[src/rtl/ctrl_pipeline_if.sv]
`default_nettype none
// ============================================================================
// Module   : ctrl_pipeline_if
// Brief    : ID control bundle in, stage registers / hazard controls out.
// Revision : 1.0 - initial release
// ============================================================================
interface ctrl_pipeline_if #(
   parameter int REG_W   = 5,
   parameter int ALUOP_W = 2
);
   logic               id_valid;
   logic               id_alusrc, id_memtoreg, id_regwrite, id_memread;
   logic               id_memwrite, id_branch, id_jump;
   logic [ALUOP_W-1:0] id_aluop;
   logic [REG_W-1:0]   id_rs1, id_rs2, id_rd;
   logic               ex_cond;

   logic               pc_write, ifid_write, ifid_flush, redirect;
   logic               ex_valid, ex_alusrc, ex_branch, ex_jump;
   logic               ex_memread, ex_memwrite, ex_regwrite, ex_memtoreg;
   logic [ALUOP_W-1:0] ex_aluop;
   logic [REG_W-1:0]   ex_rs1, ex_rs2, ex_rd;
   logic               mem_valid, mem_memread, mem_memwrite, mem_regwrite, mem_memtoreg;
   logic [REG_W-1:0]   mem_rd;
   logic               wb_valid, wb_regwrite, wb_memtoreg;
   logic [REG_W-1:0]   wb_rd;
   logic [1:0]         fwd_a, fwd_b;

   modport master (
      output id_valid, id_alusrc, id_memtoreg, id_regwrite, id_memread,
             id_memwrite, id_branch, id_jump, id_aluop, id_rs1, id_rs2, id_rd, ex_cond,
      input  pc_write, ifid_write, ifid_flush, redirect,
             ex_valid, ex_alusrc, ex_branch, ex_jump, ex_memread, ex_memwrite,
             ex_regwrite, ex_memtoreg, ex_aluop, ex_rs1, ex_rs2, ex_rd,
             mem_valid, mem_memread, mem_memwrite, mem_regwrite, mem_memtoreg, mem_rd,
             wb_valid, wb_regwrite, wb_memtoreg, wb_rd, fwd_a, fwd_b
   );

   modport slave (
      input  id_valid, id_alusrc, id_memtoreg, id_regwrite, id_memread,
             id_memwrite, id_branch, id_jump, id_aluop, id_rs1, id_rs2, id_rd, ex_cond,
      output pc_write, ifid_write, ifid_flush, redirect,
             ex_valid, ex_alusrc, ex_branch, ex_jump, ex_memread, ex_memwrite,
             ex_regwrite, ex_memtoreg, ex_aluop, ex_rs1, ex_rs2, ex_rd,
             mem_valid, mem_memread, mem_memwrite, mem_regwrite, mem_memtoreg, mem_rd,
             wb_valid, wb_regwrite, wb_memtoreg, wb_rd, fwd_a, fwd_b
   );
endinterface
`default_nettype wire

[src/rtl/ctrl_pipeline.sv]
`default_nettype none
// ============================================================================
// Module   : ctrl_pipeline
// Brief    : ID/EX, EX/MEM, MEM/WB control registers, load-use stall,
//            branch/jump squash and EX operand forwarding selects.
// Revision : 1.0 - initial release
// ============================================================================
module ctrl_pipeline #(
   parameter int REG_W   = 5,
   parameter int ALUOP_W = 2
) (
   input  wire logic         clk,
   input  wire logic         reset,
   ctrl_pipeline_if.slave    bus
);
   localparam logic [REG_W-1:0] c_x0       = '0;
   localparam logic [1:0]       c_fwd_rf   = 2'b00;
   localparam logic [1:0]       c_fwd_mem  = 2'b10;
   localparam logic [1:0]       c_fwd_wb   = 2'b01;

   logic               r_ex_valid, r_ex_alusrc, r_ex_branch, r_ex_jump;
   logic               r_ex_memread, r_ex_memwrite, r_ex_regwrite, r_ex_memtoreg;
   logic [ALUOP_W-1:0] r_ex_aluop;
   logic [REG_W-1:0]   r_ex_rs1, r_ex_rs2, r_ex_rd;
   logic               r_mem_valid, r_mem_memread, r_mem_memwrite, r_mem_regwrite, r_mem_memtoreg;
   logic [REG_W-1:0]   r_mem_rd;
   logic               r_wb_valid, r_wb_regwrite, r_wb_memtoreg;
   logic [REG_W-1:0]   r_wb_rd;

   logic w_load_use, w_redirect, w_stall, w_take_id;

   assign w_load_use = r_ex_valid & r_ex_memread & (r_ex_rd != c_x0) &
                       ((r_ex_rd == bus.id_rs1) | (r_ex_rd == bus.id_rs2)) & bus.id_valid;
   assign w_redirect = r_ex_valid & (r_ex_jump | (r_ex_branch & bus.ex_cond));
   // A redirect squashes the stalled ID instruction anyway, so it wins.
   assign w_stall    = w_load_use & ~w_redirect;
   assign w_take_id  = bus.id_valid & ~w_stall & ~w_redirect;

   function automatic logic [1:0] fwd_sel(input logic [REG_W-1:0] rs);
      if (r_mem_valid & r_mem_regwrite & (r_mem_rd != c_x0) & (r_mem_rd == rs))
         return c_fwd_mem;
      else if (r_wb_valid & r_wb_regwrite & (r_wb_rd != c_x0) & (r_wb_rd == rs))
         return c_fwd_wb;
      else
         return c_fwd_rf;
   endfunction

   always_ff @(posedge clk or posedge reset) begin
      if (reset) begin
         r_ex_valid     <= 1'b0;
         r_ex_alusrc    <= 1'b0;
         r_ex_branch    <= 1'b0;
         r_ex_jump      <= 1'b0;
         r_ex_memread   <= 1'b0;
         r_ex_memwrite  <= 1'b0;
         r_ex_regwrite  <= 1'b0;
         r_ex_memtoreg  <= 1'b0;
         r_ex_aluop     <= '0;
         r_ex_rs1       <= '0;
         r_ex_rs2       <= '0;
         r_ex_rd        <= '0;
         r_mem_valid    <= 1'b0;
         r_mem_memread  <= 1'b0;
         r_mem_memwrite <= 1'b0;
         r_mem_regwrite <= 1'b0;
         r_mem_memtoreg <= 1'b0;
         r_mem_rd       <= '0;
         r_wb_valid     <= 1'b0;
         r_wb_regwrite  <= 1'b0;
         r_wb_memtoreg  <= 1'b0;
         r_wb_rd        <= '0;
      end else begin
         if (w_take_id) begin
            r_ex_valid    <= 1'b1;
            r_ex_alusrc   <= bus.id_alusrc;
            r_ex_branch   <= bus.id_branch;
            r_ex_jump     <= bus.id_jump;
            r_ex_memread  <= bus.id_memread;
            r_ex_memwrite <= bus.id_memwrite;
            r_ex_regwrite <= bus.id_regwrite;
            r_ex_memtoreg <= bus.id_memtoreg;
            r_ex_aluop    <= bus.id_aluop;
            r_ex_rs1      <= bus.id_rs1;
            r_ex_rs2      <= bus.id_rs2;
            r_ex_rd       <= bus.id_rd;
         end else begin
            r_ex_valid    <= 1'b0;
            r_ex_alusrc   <= 1'b0;
            r_ex_branch   <= 1'b0;
            r_ex_jump     <= 1'b0;
            r_ex_memread  <= 1'b0;
            r_ex_memwrite <= 1'b0;
            r_ex_regwrite <= 1'b0;
            r_ex_memtoreg <= 1'b0;
            r_ex_aluop    <= '0;
            r_ex_rs1      <= '0;
            r_ex_rs2      <= '0;
            r_ex_rd       <= '0;
         end
         // Later stages never stall; writes stay gated by valid.
         r_mem_valid    <= r_ex_valid;
         r_mem_memread  <= r_ex_valid & r_ex_memread;
         r_mem_memwrite <= r_ex_valid & r_ex_memwrite;
         r_mem_regwrite <= r_ex_valid & r_ex_regwrite;
         r_mem_memtoreg <= r_ex_valid & r_ex_memtoreg;
         r_mem_rd       <= r_ex_valid ? r_ex_rd : c_x0;
         r_wb_valid     <= r_mem_valid;
         r_wb_regwrite  <= r_mem_valid & r_mem_regwrite;
         r_wb_memtoreg  <= r_mem_valid & r_mem_memtoreg;
         r_wb_rd        <= r_mem_valid ? r_mem_rd : c_x0;
      end
   end

   assign bus.pc_write     = ~w_stall;
   assign bus.ifid_write   = ~w_stall;
   assign bus.ifid_flush   = w_redirect;
   assign bus.redirect     = w_redirect;
   assign bus.fwd_a        = fwd_sel(r_ex_rs1);
   assign bus.fwd_b        = fwd_sel(r_ex_rs2);

   assign bus.ex_valid     = r_ex_valid;
   assign bus.ex_alusrc    = r_ex_alusrc;
   assign bus.ex_branch    = r_ex_branch;
   assign bus.ex_jump      = r_ex_jump;
   assign bus.ex_memread   = r_ex_memread;
   assign bus.ex_memwrite  = r_ex_memwrite;
   assign bus.ex_regwrite  = r_ex_regwrite;
   assign bus.ex_memtoreg  = r_ex_memtoreg;
   assign bus.ex_aluop     = r_ex_aluop;
   assign bus.ex_rs1       = r_ex_rs1;
   assign bus.ex_rs2       = r_ex_rs2;
   assign bus.ex_rd        = r_ex_rd;
   assign bus.mem_valid    = r_mem_valid;
   assign bus.mem_memread  = r_mem_memread;
   assign bus.mem_memwrite = r_mem_memwrite;
   assign bus.mem_regwrite = r_mem_regwrite;
   assign bus.mem_memtoreg = r_mem_memtoreg;
   assign bus.mem_rd       = r_mem_rd;
   assign bus.wb_valid     = r_wb_valid;
   assign bus.wb_regwrite  = r_wb_regwrite;
   assign bus.wb_memtoreg  = r_wb_memtoreg;
   assign bus.wb_rd        = r_wb_rd;
endmodule
`default_nettype wire

[src/flat_wrapper.sv]
// flat-port wrapper written by rule: the top's interface ports become plain ports
module ctrl_pipeline_flat 
#(
   parameter int REG_W   = 5,
   parameter int ALUOP_W = 2
)
  (clk, reset, bus_id_valid, bus_id_alusrc, bus_id_memtoreg, bus_id_regwrite, bus_id_memread, bus_id_memwrite, bus_id_branch, bus_id_jump, bus_id_aluop, bus_id_rs1, bus_id_rs2, bus_id_rd, bus_ex_cond, bus_pc_write, bus_ifid_write, bus_ifid_flush, bus_redirect, bus_ex_valid, bus_ex_alusrc, bus_ex_branch, bus_ex_jump, bus_ex_memread, bus_ex_memwrite, bus_ex_regwrite, bus_ex_memtoreg, bus_ex_aluop, bus_ex_rs1, bus_ex_rs2, bus_ex_rd, bus_mem_valid, bus_mem_memread, bus_mem_memwrite, bus_mem_regwrite, bus_mem_memtoreg, bus_mem_rd, bus_wb_valid, bus_wb_regwrite, bus_wb_memtoreg, bus_wb_rd, bus_fwd_a, bus_fwd_b);
  ctrl_pipeline_if #(.REG_W(REG_W), .ALUOP_W(ALUOP_W)) bus_i ();
  input  wire logic clk;
  input  wire logic reset;
  input wire logic [$bits(bus_i.id_valid)-1:0] bus_id_valid;
  input wire logic [$bits(bus_i.id_alusrc)-1:0] bus_id_alusrc;
  input wire logic [$bits(bus_i.id_memtoreg)-1:0] bus_id_memtoreg;
  input wire logic [$bits(bus_i.id_regwrite)-1:0] bus_id_regwrite;
  input wire logic [$bits(bus_i.id_memread)-1:0] bus_id_memread;
  input wire logic [$bits(bus_i.id_memwrite)-1:0] bus_id_memwrite;
  input wire logic [$bits(bus_i.id_branch)-1:0] bus_id_branch;
  input wire logic [$bits(bus_i.id_jump)-1:0] bus_id_jump;
  input wire logic [$bits(bus_i.id_aluop)-1:0] bus_id_aluop;
  input wire logic [$bits(bus_i.id_rs1)-1:0] bus_id_rs1;
  input wire logic [$bits(bus_i.id_rs2)-1:0] bus_id_rs2;
  input wire logic [$bits(bus_i.id_rd)-1:0] bus_id_rd;
  input wire logic [$bits(bus_i.ex_cond)-1:0] bus_ex_cond;
  output wire logic [$bits(bus_i.pc_write)-1:0] bus_pc_write;
  output wire logic [$bits(bus_i.ifid_write)-1:0] bus_ifid_write;
  output wire logic [$bits(bus_i.ifid_flush)-1:0] bus_ifid_flush;
  output wire logic [$bits(bus_i.redirect)-1:0] bus_redirect;
  output wire logic [$bits(bus_i.ex_valid)-1:0] bus_ex_valid;
  output wire logic [$bits(bus_i.ex_alusrc)-1:0] bus_ex_alusrc;
  output wire logic [$bits(bus_i.ex_branch)-1:0] bus_ex_branch;
  output wire logic [$bits(bus_i.ex_jump)-1:0] bus_ex_jump;
  output wire logic [$bits(bus_i.ex_memread)-1:0] bus_ex_memread;
  output wire logic [$bits(bus_i.ex_memwrite)-1:0] bus_ex_memwrite;
  output wire logic [$bits(bus_i.ex_regwrite)-1:0] bus_ex_regwrite;
  output wire logic [$bits(bus_i.ex_memtoreg)-1:0] bus_ex_memtoreg;
  output wire logic [$bits(bus_i.ex_aluop)-1:0] bus_ex_aluop;
  output wire logic [$bits(bus_i.ex_rs1)-1:0] bus_ex_rs1;
  output wire logic [$bits(bus_i.ex_rs2)-1:0] bus_ex_rs2;
  output wire logic [$bits(bus_i.ex_rd)-1:0] bus_ex_rd;
  output wire logic [$bits(bus_i.mem_valid)-1:0] bus_mem_valid;
  output wire logic [$bits(bus_i.mem_memread)-1:0] bus_mem_memread;
  output wire logic [$bits(bus_i.mem_memwrite)-1:0] bus_mem_memwrite;
  output wire logic [$bits(bus_i.mem_regwrite)-1:0] bus_mem_regwrite;
  output wire logic [$bits(bus_i.mem_memtoreg)-1:0] bus_mem_memtoreg;
  output wire logic [$bits(bus_i.mem_rd)-1:0] bus_mem_rd;
  output wire logic [$bits(bus_i.wb_valid)-1:0] bus_wb_valid;
  output wire logic [$bits(bus_i.wb_regwrite)-1:0] bus_wb_regwrite;
  output wire logic [$bits(bus_i.wb_memtoreg)-1:0] bus_wb_memtoreg;
  output wire logic [$bits(bus_i.wb_rd)-1:0] bus_wb_rd;
  output wire logic [$bits(bus_i.fwd_a)-1:0] bus_fwd_a;
  output wire logic [$bits(bus_i.fwd_b)-1:0] bus_fwd_b;
  assign bus_i.id_valid = bus_id_valid;
  assign bus_i.id_alusrc = bus_id_alusrc;
  assign bus_i.id_memtoreg = bus_id_memtoreg;
  assign bus_i.id_regwrite = bus_id_regwrite;
  assign bus_i.id_memread = bus_id_memread;
  assign bus_i.id_memwrite = bus_id_memwrite;
  assign bus_i.id_branch = bus_id_branch;
  assign bus_i.id_jump = bus_id_jump;
  assign bus_i.id_aluop = bus_id_aluop;
  assign bus_i.id_rs1 = bus_id_rs1;
  assign bus_i.id_rs2 = bus_id_rs2;
  assign bus_i.id_rd = bus_id_rd;
  assign bus_i.ex_cond = bus_ex_cond;
  assign bus_pc_write = bus_i.pc_write;
  assign bus_ifid_write = bus_i.ifid_write;
  assign bus_ifid_flush = bus_i.ifid_flush;
  assign bus_redirect = bus_i.redirect;
  assign bus_ex_valid = bus_i.ex_valid;
  assign bus_ex_alusrc = bus_i.ex_alusrc;
  assign bus_ex_branch = bus_i.ex_branch;
  assign bus_ex_jump = bus_i.ex_jump;
  assign bus_ex_memread = bus_i.ex_memread;
  assign bus_ex_memwrite = bus_i.ex_memwrite;
  assign bus_ex_regwrite = bus_i.ex_regwrite;
  assign bus_ex_memtoreg = bus_i.ex_memtoreg;
  assign bus_ex_aluop = bus_i.ex_aluop;
  assign bus_ex_rs1 = bus_i.ex_rs1;
  assign bus_ex_rs2 = bus_i.ex_rs2;
  assign bus_ex_rd = bus_i.ex_rd;
  assign bus_mem_valid = bus_i.mem_valid;
  assign bus_mem_memread = bus_i.mem_memread;
  assign bus_mem_memwrite = bus_i.mem_memwrite;
  assign bus_mem_regwrite = bus_i.mem_regwrite;
  assign bus_mem_memtoreg = bus_i.mem_memtoreg;
  assign bus_mem_rd = bus_i.mem_rd;
  assign bus_wb_valid = bus_i.wb_valid;
  assign bus_wb_regwrite = bus_i.wb_regwrite;
  assign bus_wb_memtoreg = bus_i.wb_memtoreg;
  assign bus_wb_rd = bus_i.wb_rd;
  assign bus_fwd_a = bus_i.fwd_a;
  assign bus_fwd_b = bus_i.fwd_b;
  ctrl_pipeline #(.REG_W(REG_W), .ALUOP_W(ALUOP_W)) u_core (.clk(clk), .reset(reset), .bus(bus_i));
endmodule
[config.mk]
export PLATFORM = sky130hd
export DESIGN_NAME = ctrl_pipeline_flat
export DESIGN_NICKNAME = d
export VERILOG_FILES = /design/src/rtl/ctrl_pipeline_if.sv /design/src/rtl/ctrl_pipeline.sv /design/src/flat_wrapper.sv
export SDC_FILE = /design/constraint.sdc
export NUM_CORES = 1
export LEC_CHECK = 0
export BUFFER_PORTS_ARGS = -buffer_cell sky130_fd_sc_hd__clkbuf_2
export CORE_MARGIN = 2
export CORE_UTILIZATION = 41
export CTS_CLUSTER_SIZE = 25
export DETAILED_ROUTE_END_ITERATION = 16
export GPL_ROUTABILITY_DRIVEN = 0
export PLACE_DENSITY = 0.69
export SYNTH_ARGS = -nofsm -noshare
export SYNTH_HDL_FRONTEND = slang
export SYNTH_SLANG_ARGS = --single-unit
[constraint.sdc]
create_clock -name clk -period 4.3 [get_ports clk]
set_input_delay 0.215 -clock clk [delete_from_list [all_inputs] [get_ports clk]]
set_output_delay 0.215 -clock clk [all_outputs]
set_load 0.02 [all_outputs]
Word level (Yosys, flattened, before mapping). Index checks and enable logic that the tools add are counted.

Word-level logic and storage cells: 74. Register bits: 43. Input bits: 28. Bits in latches: 0. Memory bits (read-only): 0. Memories kept: 0. RAM bits: 0.

Muxes and demuxes: 18. Divide/modulo/power cells: 0. Reductions and logical operators: 3. Equal/unequal tests: 6. Bitwise logic cells: 25. $add $sub $neg: 0. $lt $le $gt $ge: 0. Shift operators: 0. Multipliers: 0.

Operators with widths (number): 5-bit equality test (6); 5-bit 2-to-1 mux (5); 1-bit bitwise AND (21); 5-bit nonzero test (3); 1-bit 2-to-1 mux (10); 2-bit 2-to-1 mux (3); 1-bit inverter (2); 1-bit bitwise OR (2).

Logic depth before layout (Yosys ltp).
Depth in word-level cells: 9. Depth in mapped cells: 8.

Worst setup path before layout. OpenSTA, ideal clock, no wires.

Kind: reg2out. Start: register u_core.r_mem_rd[2] (netlist: u_core.bus.mem_rd[2]). End: output port bus_fwd_a[0]. Data arrival time: 1851 ps. Cell stages (with the launch flop): 5. Path buffers: 0. Slack: 2234 ps. Cell sequence: dfrtp_1 -> or4_1 -> o21ai_2 -> nor4_1 -> nor4_2.

Word-level cells in the longest chain between the ends: 4. Elaborated cells between the ends (all ways): 5. Classes of those cells: eq/ne (1); mux (1); bitwise (2); reduce/logical (1).

RTL lines: start, declared (RTL line ctrl_pipeline.sv:26) `logic [REG_W-1:0] r_mem_rd;`; start signal, assigned (RTL line ctrl_pipeline.sv:106) `r_mem_rd <= r_ex_valid ? r_ex_rd : c_x0;`; 5-bit nonzero test (RTL line ctrl_pipeline.sv:40) `if (r_mem_valid & r_mem_regwrite & (r_mem_rd != c_x0) & (r_mem_rd == rs))`; 1-bit bitwise AND (RTL line ctrl_pipeline.sv:40); 1-bit bitwise AND (*) (RTL line ctrl_pipeline.sv:40); 2-bit 2-to-1 mux (*) (RTL line ctrl_pipeline.sv:40); end, declared (RTL line flat_wrapper.sv:50) `output wire logic [$bits(bus_i.fwd_a)-1:0] bus_fwd_a;`.

Mark *: on every way between the ends. The rest lies on a longest branch, timed or not.

Worst setup path after layout.
Start: register u_core.r_ex_valid (netlist: u_core.bus.ex_valid). End: output port bus_ifid_write.

Word-level cells in the longest chain between the ends: 6. Elaborated cells between the ends (all ways): 8. Classes of those cells: bitwise (8).

RTL lines: start, declared (RTL line ctrl_pipeline.sv:21) `logic r_ex_valid, r_ex_alusrc, r_ex_branch, r_ex_jump;`; start signal, assigned (RTL line ctrl_pipeline.sv:50) `r_ex_valid <= 1'b0;`; start signal, assigned (RTL line ctrl_pipeline.sv:74) `r_ex_valid <= 1'b1;`; start signal, assigned (RTL line ctrl_pipeline.sv:87) `r_ex_valid <= 1'b0;`; 1-bit bitwise AND (3 in a row) (RTL line ctrl_pipeline.sv:32) `assign w_load_use = r_ex_valid & r_ex_memread & (r_ex_rd != c_x0) &`; 1-bit bitwise AND (RTL line ctrl_pipeline.sv:33) `((r_ex_rd == bus.id_rs1) | (r_ex_rd == bus.id_rs2)) & bus.id_valid;`; 1-bit bitwise AND (*) (RTL line ctrl_pipeline.sv:36) `assign w_stall = w_load_use & ~w_redirect;`; 1-bit inverter (*) (RTL line ctrl_pipeline.sv:115) `assign bus.ifid_write = ~w_stall;`; end, declared (RTL line flat_wrapper.sv:25) `output wire logic [$bits(bus_i.ifid_write)-1:0] bus_ifid_write;`.

Marked as above.

==> results.txt <==
The flow ran to the end, and the final reports show no timing, DRC or antenna violations. The H-tree was split into 2 levels. The clock-pin slew reported for the worst setup and hold paths after clock tree synthesis works out to 0.08 ns. Setup repair after global routing left no endpoint under its margin.

The number of buffers added on ports is 78, and the first-iteration detailed-routing DRC count is 55. Entering global routing, the biggest net connects 44 pins. The tools report the buffers inserted during post-CTS setup optimization as 0. Across the run, the number of max-cap violations was 0. The tools report the portion of the post-synthesis area used by sequential elements as 54.2%. In this run the static leakage power is 0.00129 µW. The run gives 2.66 ns as the data arrival time at the worst-slack endpoint.

For the remaining routing DRC violations, the log shows 0. Launching element type of the critical path: a register. The number of antenna violations at the first check in global routing was 0.

The worst-case IR drop observed on VDD is 0.000201 V. The run gives 0 as the number of gates resized after CTS. The critical path is of the register to output pin type. On the final layout, the worst hold slack is 0.0227 ns.

In this run the worst hold path is classified as input port to asynchronous set/reset pin. In the synthesized netlist, the number of instances is 173. Counting every sink on the clock net gives 43. STA classifies the critical path endpoint as an output pin. The post-route netlist has 44.0% of its cells at a drive strength greater than 1. The number of buffers added by the clock tree synthesis step was 5. Setup violations remaining at the end of the flow were counted as 0. The tools report the placed cell count as 298. Combined global-route utilization of all metal layers: 16.9%. Buffers inserted to repair hold after CTS numbered 0. The routed design could run at a clock period as short as 2.87 ns.

Yosys mapped a number of flops with a built-in enable equal to 0. The run gives 0 as the hold violation total from the final report. In the layout the commonest cells are 78 x sky130_fd_sc_hd__clkbuf_2, 43 x sky130_fd_sc_hd__dfrtp_1, 27 x sky130_fd_sc_hd__nand2_1.

The clock arrives with 0.00766 ns of skew. Summed over all nets, the half-perimeter wirelength after detailed placement is 3280 µm. Setup total negative slack on the finished layout was measured at 0 ns.

The repair_antennas step left the layout with diodes totalling 0. The cell sitting at the root of the clock tree is a sky130_fd_sc_hd__clkbuf_8. For the pin with the worst max-slew slack, the measured transition is 0.799 ns. Of the available clock period, the critical path in the final layout requires 66.9%.

The maximum clock rate came out at 0.348 GHz. After synthesis the netlist holds a flip-flop and latch count of 43. Count of boundary I/O pins: 79. The power density over the cells works out to 339 nW/µm². The logs give 25 for the post-synthesis cell type count and 1471 for the routed via count. For this run, the leading register cell type out of synthesis is sky130_fd_sc_hd__dfrtp_1. Measured against its own limit, the worst slew margin works out to 46.7%.

In this run the horizontal extent of the chip is 73.6 µm. Number of standard cells in the layout, taps in and fillers out: 306. After detailed routing, the number of vias per cell comes to 4.81. The first detailed-routing pass took 4 iterations. The netlist area before placement was 1980 µm².

The library cell used most frequently in the layout, excluding fill and tap cells, is sky130_fd_sc_hd__clkbuf_2. The run gives 0.29 ns as the later-pin clock latency in the skew report. The Yosys step of the flow raised 0 warnings. After synthesis, the mean cell area works out to 11.5 µm².

In this run the remaining antenna-violating nets after routing total 0. The tools report the first-pass GRT wire length as 6710 µm. The die covers 5410 µm². The total overflow left after global routing is 0.

Once the floorplan was initialized, standard cells occupied 42.3% of the core. The via count of the first global-routing pass was 1390. The die span in y came out at 73.6 µm. Final routed wirelength across all metal layers: 4240 µm.

The clock passes through at most 2 buffers. The number of pins with negative max-slew slack in the final report was 0. At the worst endpoint, the required time is 4.09 ns.

Of all flip-flops after synthesis, the portion carrying an async set or reset was 100%. The core outline area is 4690 µm². The number of nets handed over by synthesis was 201. TritonCTS built the clock tree. The number of placement rows was 25; the largest driver fanout on the critical path was 26. After detailed routing, the average wire length per cell comes to 13.8 µm. After the last flow step, the layout net total stands at 279. The layout overhead on the synthesized area was 24.0%.
layer usage:
layer  global-route usage, %  routed length (µm)
met3                    5.08                 231
met5                       0                   0
met1                    22.7                1920
met2                    26.9                2070
met4                    4.24                   8
flip-flops by register name (all words and copies together), names as in the netlist, 2 cells and up:
register             flops
u_core.bus.ex_rs1        5
u_core.bus.wb_rd         5
u_core.bus.ex_rd         5
u_core.bus.mem_rd        5
u_core.bus.ex_rs2        5
u_core.bus.ex_aluop      2
kinds of logic after synthesis:
family                 synth area share (%)
flip-flops                             54.2
AND/OR/NAND/NOR                        15.1
AO/OA/AOI/OAI                          12.6
buffers and inverters                  4.85
XOR/XNOR                               13.2
through the flow:
step           utilization (%)  worst slack (ns)  instance area [µm²]  power, µW
6_report                  52.5              1.43                 2460        834
3_5_place_dp              50.6              1.69                 2380        601
3_3_place_gp              50.6              1.76                 2380        599
4_1_cts                   52.5              1.38                 2460        848
2_1_floorplan                -              2.23                 1980        549
5_1_grt                   52.5              1.14                 2460        885
critical path, cell delays in order (launching register included):
cell                       delay [ns]
sky130_fd_sc_hd__dfrtp_1         0.51
sky130_fd_sc_hd__inv_1           0.12
sky130_fd_sc_hd__o21a_1          0.66
sky130_fd_sc_hd__o311a_1         0.74
sky130_fd_sc_hd__nand2_1         0.15
sky130_fd_sc_hd__clkbuf_2        0.19
report_power, final:
group / switching, µW / internal [µW]
Combinational: 85.8 / 55.4
Clock: 130 / 113
Sequential: 24.6 / 425
Total: 240 / 593
path summary, 6_finish.rpt:
kind / from / end / slack, ns / depth (start not counted)
worst max register to register: u_core.bus.ex_valid$_DFF_PP0_ / u_core.bus.ex_rs2[2]$_DFF_PP0_ / 1.70 / 5
worst min-delay path: reset / u_core.bus.mem_regwrite$_DFF_PP0_ / 0.02 / 3
worst min register to register: u_core.bus.mem_memtoreg$_DFF_PP0_ / u_core.bus.wb_memtoreg$_DFF_PP0_ / 0.49 / 1
min in group clk: bus_id_memread / u_core.bus.ex_memread$_DFF_PP0_ / 0.11 / 3
worst max-delay path: u_core.bus.ex_valid$_DFF_PP0_ / bus_ifid_write / 1.43 / 5
max in group asynchronous: reset / u_core.bus.mem_memwrite$_DFF_PP0_ / 3.91 / 3
cells in the mapped netlist (2+ instances only):
library cell               count  area share (%)
sky130_fd_sc_hd__buf_2         3            0.76
sky130_fd_sc_hd__nand3_1       4             1.0
sky130_fd_sc_hd__clkbuf_1      2            0.38
sky130_fd_sc_hd__dfrtp_1      43              54
sky130_fd_sc_hd__inv_1         2            0.38
sky130_fd_sc_hd__nand2_1      27             5.1
sky130_fd_sc_hd__and2_1       16             5.0
sky130_fd_sc_hd__or4_1         4             1.5
sky130_fd_sc_hd__nor4_2        2             1.3
sky130_fd_sc_hd__a21oi_2      19             8.4
sky130_fd_sc_hd__xor2_1       14             6.2
sky130_fd_sc_hd__a21oi_1       6             1.5
sky130_fd_sc_hd__xnor2_1      16             7.1
sky130_fd_sc_hd__buf_12        2             2.0
sky130_fd_sc_hd__nor4_1        2            0.63
sky130_fd_sc_hd__buf_4         2            0.76
area by class of cell:
type | count | area [µm²]
clock buffer | 6 | 72.6
clock inverter | 2 | 12.5
fill | 451 | 2230
inverter | 2 | 7.51
multi-input combinational | 118 | 812
sequential | 43 | 1080
tap | 54 | 67.6
timing repair buffer | 81 | 413
Note: power is estimated with default switching activity, not from simulation.
